<file path="src/rtl/monostable_array.sv">
// Multi-channel edge detector: optional synchroniser, per-channel glitch filter,
// registered rise/fall/event pulses and sticky pending flags with clear.

package sys_structs;
  typedef struct packed {
    logic clk;
    logic clk_en;
    logic sync_rst;
  } clk_domain;
endpackage

module monostable_array #(
  parameter int CHANNELS      = 4,
  parameter int SYNC_STAGES   = 2,
  parameter int FILTER_CYCLES = 1
) (
  input  sys_structs::clk_domain  clk_dom_i,
  input  logic [CHANNELS-1:0]     sense_i,
  input  logic [CHANNELS-1:0]     chan_en_i,
  input  logic [2*CHANNELS-1:0]   edge_mode_i,
  input  logic [CHANNELS-1:0]     clear_i,
  output logic [CHANNELS-1:0]     level_o,
  output logic [CHANNELS-1:0]     posedge_o,
  output logic [CHANNELS-1:0]     negedge_o,
  output logic [CHANNELS-1:0]     event_o,
  output logic [CHANNELS-1:0]     pending_o,
  output logic                    any_pending_o
);

  localparam int CNT_W = $clog2(FILTER_CYCLES + 1);
  localparam logic [CNT_W-1:0] CNT_LAST = CNT_W'(FILTER_CYCLES - 1);

  logic clk;
  logic clk_en;
  logic sync_rst;

  assign clk      = clk_dom_i.clk;
  assign clk_en   = clk_dom_i.clk_en;
  assign sync_rst = clk_dom_i.sync_rst;

  // Synchronised view of sense_i that the filter consumes.
  logic [CHANNELS-1:0] s;

  generate
    if (SYNC_STAGES == 0) begin : g_nosync
      assign s = sense_i;
    end else begin : g_sync
      logic [CHANNELS-1:0] stage_q [SYNC_STAGES];

      always_ff @(posedge clk) begin
        if (sync_rst) begin
          for (int k = 0; k < SYNC_STAGES; k++) begin
            stage_q[k] <= '0;
          end
        end else if (clk_en) begin
          stage_q[0] <= sense_i;
          for (int k = 1; k < SYNC_STAGES; k++) begin
            stage_q[k] <= stage_q[k-1];
          end
        end
      end

      assign s = stage_q[SYNC_STAGES-1];
    end
  endgenerate

  logic [CHANNELS-1:0]            level_q;
  logic [CHANNELS-1:0]            level_d;
  logic [CHANNELS-1:0][CNT_W-1:0] cnt_q;
  logic [CHANNELS-1:0][CNT_W-1:0] cnt_d;
  logic [CHANNELS-1:0]            rise_d;
  logic [CHANNELS-1:0]            fall_d;
  logic [CHANNELS-1:0]            event_d;
  logic [CHANNELS-1:0]            pend_d;
  logic [CHANNELS-1:0]            rise_q;
  logic [CHANNELS-1:0]            fall_q;
  logic [CHANNELS-1:0]            event_q;
  logic [CHANNELS-1:0]            pend_q;

  // A disabled channel tracks s directly so re-enabling cannot see a stale edge.
  always_comb begin
    level_d = level_q;
    cnt_d   = cnt_q;
    for (int i = 0; i < CHANNELS; i++) begin
      if (!chan_en_i[i]) begin
        level_d[i] = s[i];
        cnt_d[i]   = '0;
      end else if (s[i] == level_q[i]) begin
        cnt_d[i] = '0;
      end else if (cnt_q[i] == CNT_LAST) begin
        level_d[i] = s[i];
        cnt_d[i]   = '0;
      end else begin
        cnt_d[i] = cnt_q[i] + CNT_W'(1);
      end
    end
  end

  always_comb begin
    rise_d  = chan_en_i & level_d & ~level_q;
    fall_d  = chan_en_i & ~level_d & level_q;
    event_d = '0;
    for (int i = 0; i < CHANNELS; i++) begin
      event_d[i] = (rise_d[i] & edge_mode_i[2*i]) | (fall_d[i] & edge_mode_i[2*i+1]);
    end
    // New event beats a clear arriving in the same cycle.
    pend_d = event_d | (pend_q & ~clear_i);
  end

  always_ff @(posedge clk) begin
    if (sync_rst) begin
      level_q <= '0;
      cnt_q   <= '0;
      rise_q  <= '0;
      fall_q  <= '0;
      event_q <= '0;
      pend_q  <= '0;
    end else if (clk_en) begin
      level_q <= level_d;
      cnt_q   <= cnt_d;
      rise_q  <= rise_d;
      fall_q  <= fall_d;
      event_q <= event_d;
      pend_q  <= pend_d;
    end
  end

  assign level_o       = level_q;
  assign posedge_o     = rise_q;
  assign negedge_o     = fall_q;
  assign event_o       = event_q;
  assign pending_o     = pend_q;
  assign any_pending_o = |pend_q;

endmodule

</file>
<file path="config.mk">
export PLATFORM = sky130hd
export DESIGN_NAME = monostable_array
export DESIGN_NICKNAME = d
export VERILOG_FILES = /design/src/rtl/monostable_array.sv
export SDC_FILE = /design/constraint.sdc
export NUM_CORES = 1
export LEC_CHECK = 0
export CAP_MARGIN = 20
export CORE_MARGIN = 3
export CORE_UTILIZATION = 40
export CTS_CLUSTER_DIAMETER = 80
export DETAILED_ROUTE_END_ITERATION = 7
export GPL_TIMING_DRIVEN = 1
export PLACE_DENSITY_LB_ADDON = 0.3
export SYNTH_ARGS = -nofsm -noshare
export SYNTH_HDL_FRONTEND = slang
export SYNTH_SLANG_ARGS = --single-unit
export TNS_END_PERCENT = 20
</file>
<file path="constraint.sdc">
create_clock -name clk_dom_i -period 1.17 [get_ports clk_dom_i]
set_input_delay 0.117 -clock clk_dom_i [delete_from_list [all_inputs] [get_ports clk_dom_i]]
set_output_delay 0.117 -clock clk_dom_i [all_outputs]
set_load 0.1 [all_outputs]
</file>
Yosys cells after proc, flatten, opt, wreduce, memory -nomap -nowiden
Memories as Yosys holds them, arrays and structs flattened.
Cells that the tools add are included.
W data, S select, Z words.
{"block": "word_totals", "regBits": 24, "ramBits": 8, "inputBits": 23, "mem_count": 1}
{"memory": "g_sync.stage_q", "words": 2, "width": 4, "rd": 2, "rd_ports_with_merged_regs": 0, "wr": 2, "line": "48", "source": "logic [CHANNELS-1:0] stage_q [SYNC_STAGES];"}
{"block": "op_classes", "n_addsub": 4, "eq_ne": 4, "n_mux": 31, "bitwise_logic": 23, "reduce_logical": 1}
{"op": "$mux W1", "n": 29}
{"op": "$and A4 B4 Y4", "n": 5}
{"op": "$not A4 Y4", "n": 3}
{"op": "$and A1 B1 Y1", "n": 8}
{"op": "$mux W4", "n": 2}
{"op": "$or A1 B1 Y1", "n": 6}
{"op": "$add A1 B1 Y1 const B", "n": 4}
{"op": "$eq A1 B1 Y1", "n": 4}
{"op": "$or A4 B4 Y4", "n": 1}
{"op": "$reduce_or A4 Y1", "n": 1}

Logic depth before layout (Yosys ltp)
{"block": "depth", "ltp_word": 9, "ltp_mapped": 4, "depth_no_buf": 3}

Worst setup path after synthesis
No wires, ideal clock.
{"block": "synth_timing", "path_kind": "register to output", "from": "register pend_q[2] (netlist: pending_o[2])", "to": "output any_pending_o", "t_arrival_ns": 1.776, "path_slack_ns": -0.723, "stages_incl_launch_ff": 2, "path_buffers": 0, "path_cell_list": "dfxtp_1 > or4_1"}
{"block": "synth_via", "elab_chain_len": 1}
{"element": "start: declaration", "line": "78", "source": "logic [CHANNELS-1:0] pend_q;"}
{"element": "start signal: assignment", "line": "124", "source": "pend_q <= pend_d;"}
{"element": "$reduce_or A4 Y1", "line": "133", "source": "assign any_pending_o = |pend_q;"}
{"element": "end: declaration", "line": "27", "source": "output logic any_pending_o"}
No other way between the ends.

Worst setup path after layout
{"block": "layout_timing", "from": "register pend_q[3] (netlist: pending_o[3])", "to": "output any_pending_o"}
The elaborated chain is that of the path after synthesis.

==> flow_metrics.tcl <==
set metrics [dict create \
    hold_viol 14 \
    final_cell_mix "buf_12, clkdlybuf4s50_1, nand2b_1, buf_4" \
    synth_top_family_by_area "simple AND/OR/NAND/NOR gates" \
    worst-path-buf-inv 1 \
    r2r-end "event_o[0]" \
    synth.avg_cell_area_um2 10.6 \
    cp_slowest_cell "or4_4" \
    grt_pass1_wl_um 7580 \
    setup_ws_ns -0.412 \
    switching_power_uw 4510 \
    gr-usage-all-layers_pct 28.4 \
    final.setup.tns_ns -2.10 \
    numPortBuffers 41 \
    rr_worst_depth 5 \
    hold_depth 3 \
    layoutNonFillerInstCount 219 \
    area_growth_pct 104 \
    synth_mux_area_share_pct 3.49 \
    tightest_slew_ns 0.260 \
    post-route-drc-count 80 \
    powerDensity_nw_per_um2 4150 \
    crit_chain "or4_4 -> buf_12" \
    diodes 0 \
    drtIter0Drc 244 \
    slew_viol_final 0 \
    synth_seq_area_share_pct 55.9 \
    critPathLaunchType "flop" \
    dr.pass1.iters 8 \
    end_kind "primary output" \
    ys_ff_latch 28 \
    synth_adder_area_share_pct 0 \
    ys_warn_count 0 \
    postPlaceCellArea_um2 1830 \
    die_y_um 59.5 \
    core_um2 2590 \
    ir_worst_vdd_uv 4340 \
    cpPeakStageDelay_ns 0.55 \
    syn_nets 131 \
    grt_max_degree 17 \
    crit_family "simple AND/OR/NAND/NOR gates" \
    dp_cells 176 \
    hold_path_startpoint "clk_dom_i[0]" \
    cts.clk_slew.worst_paths_ns 0.16 \
    nets 205 \
    placementRows 18 \
    vias_per_cell 6.57 \
    p_leak_uw 0.000930 \
    combPwrFrac_pct 34.2 \
    finalWirelength_um 5570 \
    holdPathEnd "pending_o[0]" \
    seq_area_um2 674 \
    synth_compound_area_share_pct 9.61 \
    detail-route-antenna-nets 0 \
    die-area_um2 3540 \
    grt.overflow.total 0 \
    status "finished with violations" \
    synth_cell_type_count 17 \
    insertion_delay_ns 0.35 \
    drive_gt1_share_pct 50.3 \
    io_pins 44 \
    fmax_mhz 632 \
    crit_fanout 2 \
    p_clk_share_pct 45.4 \
    critical_path_class "flop to primary output" \
    tritoncts "done" \
    cap_violations 0 \
    switching_share_pct 46.5 \
    vias 1438 \
    grt_pass1_vias 1884 \
    rsz0062_at_grt "yes" \
    slew-limit-headroom_pct 82.6 \
    die-width_um 59.5 \
    stdcell_area_um2 2340 \
    fin_crit_sh_pct 135 \
    wl_per_cell_um 25.4 \
    required_ns 1.05 \
    hold_buffers 0 \
    finalCriticalPeriod_ns 1.58 \
    yosys.area_share.simple_pct 28.9 \
    syn_area_um2 1150 \
    place_congestion 0.724 \
    initial_utilization_pct 44.3 \
    synth_xor_area_share_pct 0 \
    crit_arrival_ns 1.47 \
    hpwl_um 1870 \
    fin_worst_skew_ns 0.00750 \
    violations "DRC, hold timing, setup timing" \
    finalSetupViolations 37 \
    synthCells 108 \
    hp-class "clock port to flop" \
    antenna_found_initial 0 \
    final_common_cell "buf_12" \
    multiInputGateArea_um2 547 \
    p_int_uw 5190 \
    fillerInstances 99 \
    fin_hold_ws_ns -0.0675 \
    r2r_start "g_sync.stage_q[0][4]" \
    timing.reg2reg.setup_slack_ns -0.25 \
    seq_power_share_pct 20.4 \
]
layout make-up:
class	instances	area share, %
timing repair buffer	48	29.1
multi-input combinational	75	23.4
clock inverter	2	1.61
sequential	28	28.9
clock buffer	36	15.4
tap	30	1.61
cell families after synthesis:
logic type,Yosys count
AOI/OAI and AO/OA,20
muxes,4
and+or+nand+nor,51
buffers and inverters,5
DFF,28
stage by stage:
stage                     util, %  total power (uW)  setup WS (ns)
after floorplan                 -              4990         -0.121
after global placement       70.8              5820        0.00369
after detailed placement     70.8              5850        0.00369
after CTS                    86.5              8920         -0.372
after global routing         90.2             10000         -0.419
final                        90.2              9700         -0.412
worst min-delay path, stage by stage:
cell     delay, ns
buf_6         0.09
buf_8         0.14
a21oi_2       0.04
what timing repair did:
action                     4_1_cts  5_1_grt
resized for setup               17       39
setup endpoints to repair       33       37
setup buffers                    4        2
gates cloned                     0        0
pin swaps                       13        6
metal layers:
layer / track usage (%) / part of all wire (%)
met5: 0 / 0
met4: 36.1 / 11
met3: 32.2 / 16
met2: 35.6 / 43
met1: 19.0 / 31
synth_stat cells:
library cell,count,area share [%]
or4_1,1,0.66
nand4b_1,8,6.1
nand2b_1,12,6.6
mux2i_1,4,3.5
dfxtp_1,20,35
buf_2,1,0.44
o211ai_1,4,2.6
or2_2,1,0.55
a21oi_1,16,7.0
clkbuf_1,3,0.98
and2_1,8,4.4
and3b_1,8,6.1
nand2_1,8,2.6
edfxtp_1,8,21
nor2_1,4,1.3
and2b_1,1,0.66
buf_4,1,0.66
state kept, by name, indices dropped and copies added, names as in the netlist:
name            cells
g_sync.stage_q      8
negedge_o           4
event_o             4
posedge_o           4
level_o             4
pending_o           4
power groups by stage:
| stage | combinational (uW) | clock, uW | sequential, uW |
|---|---|---|---|
| 2_1_floorplan | 426 | 1280 | 3280 |
| 3_3_place_gp | 3090 | 827 | 1900 |
| 3_5_place_dp | 3100 | 827 | 1930 |
| 4_1_cts | 3200 | 3820 | 1900 |
| 5_1_grt | 3360 | 4680 | 1990 |
| 6_report | 3320 | 4410 | 1970 |
worst max-delay path by stage:
stage | endpoint | start | slack (ns) | cells after the start
6_report | any_pending_o | pending_o[3] | -0.41 | 2
5_1_grt | any_pending_o | pending_o[3] | -0.42 | 2
4_1_cts | any_pending_o | pending_o[3] | -0.37 | 2
3_5_place_dp | g_sync.stage_q[0][0] | clk_dom_i[1] | 0.004 | 2
3_3_place_gp | g_sync.stage_q[0][0] | clk_dom_i[1] | 0.004 | 2
2_1_floorplan | any_pending_o | pending_o[3] | -0.12 | 1
No activity file was read; power rests on OpenSTA's default activity.
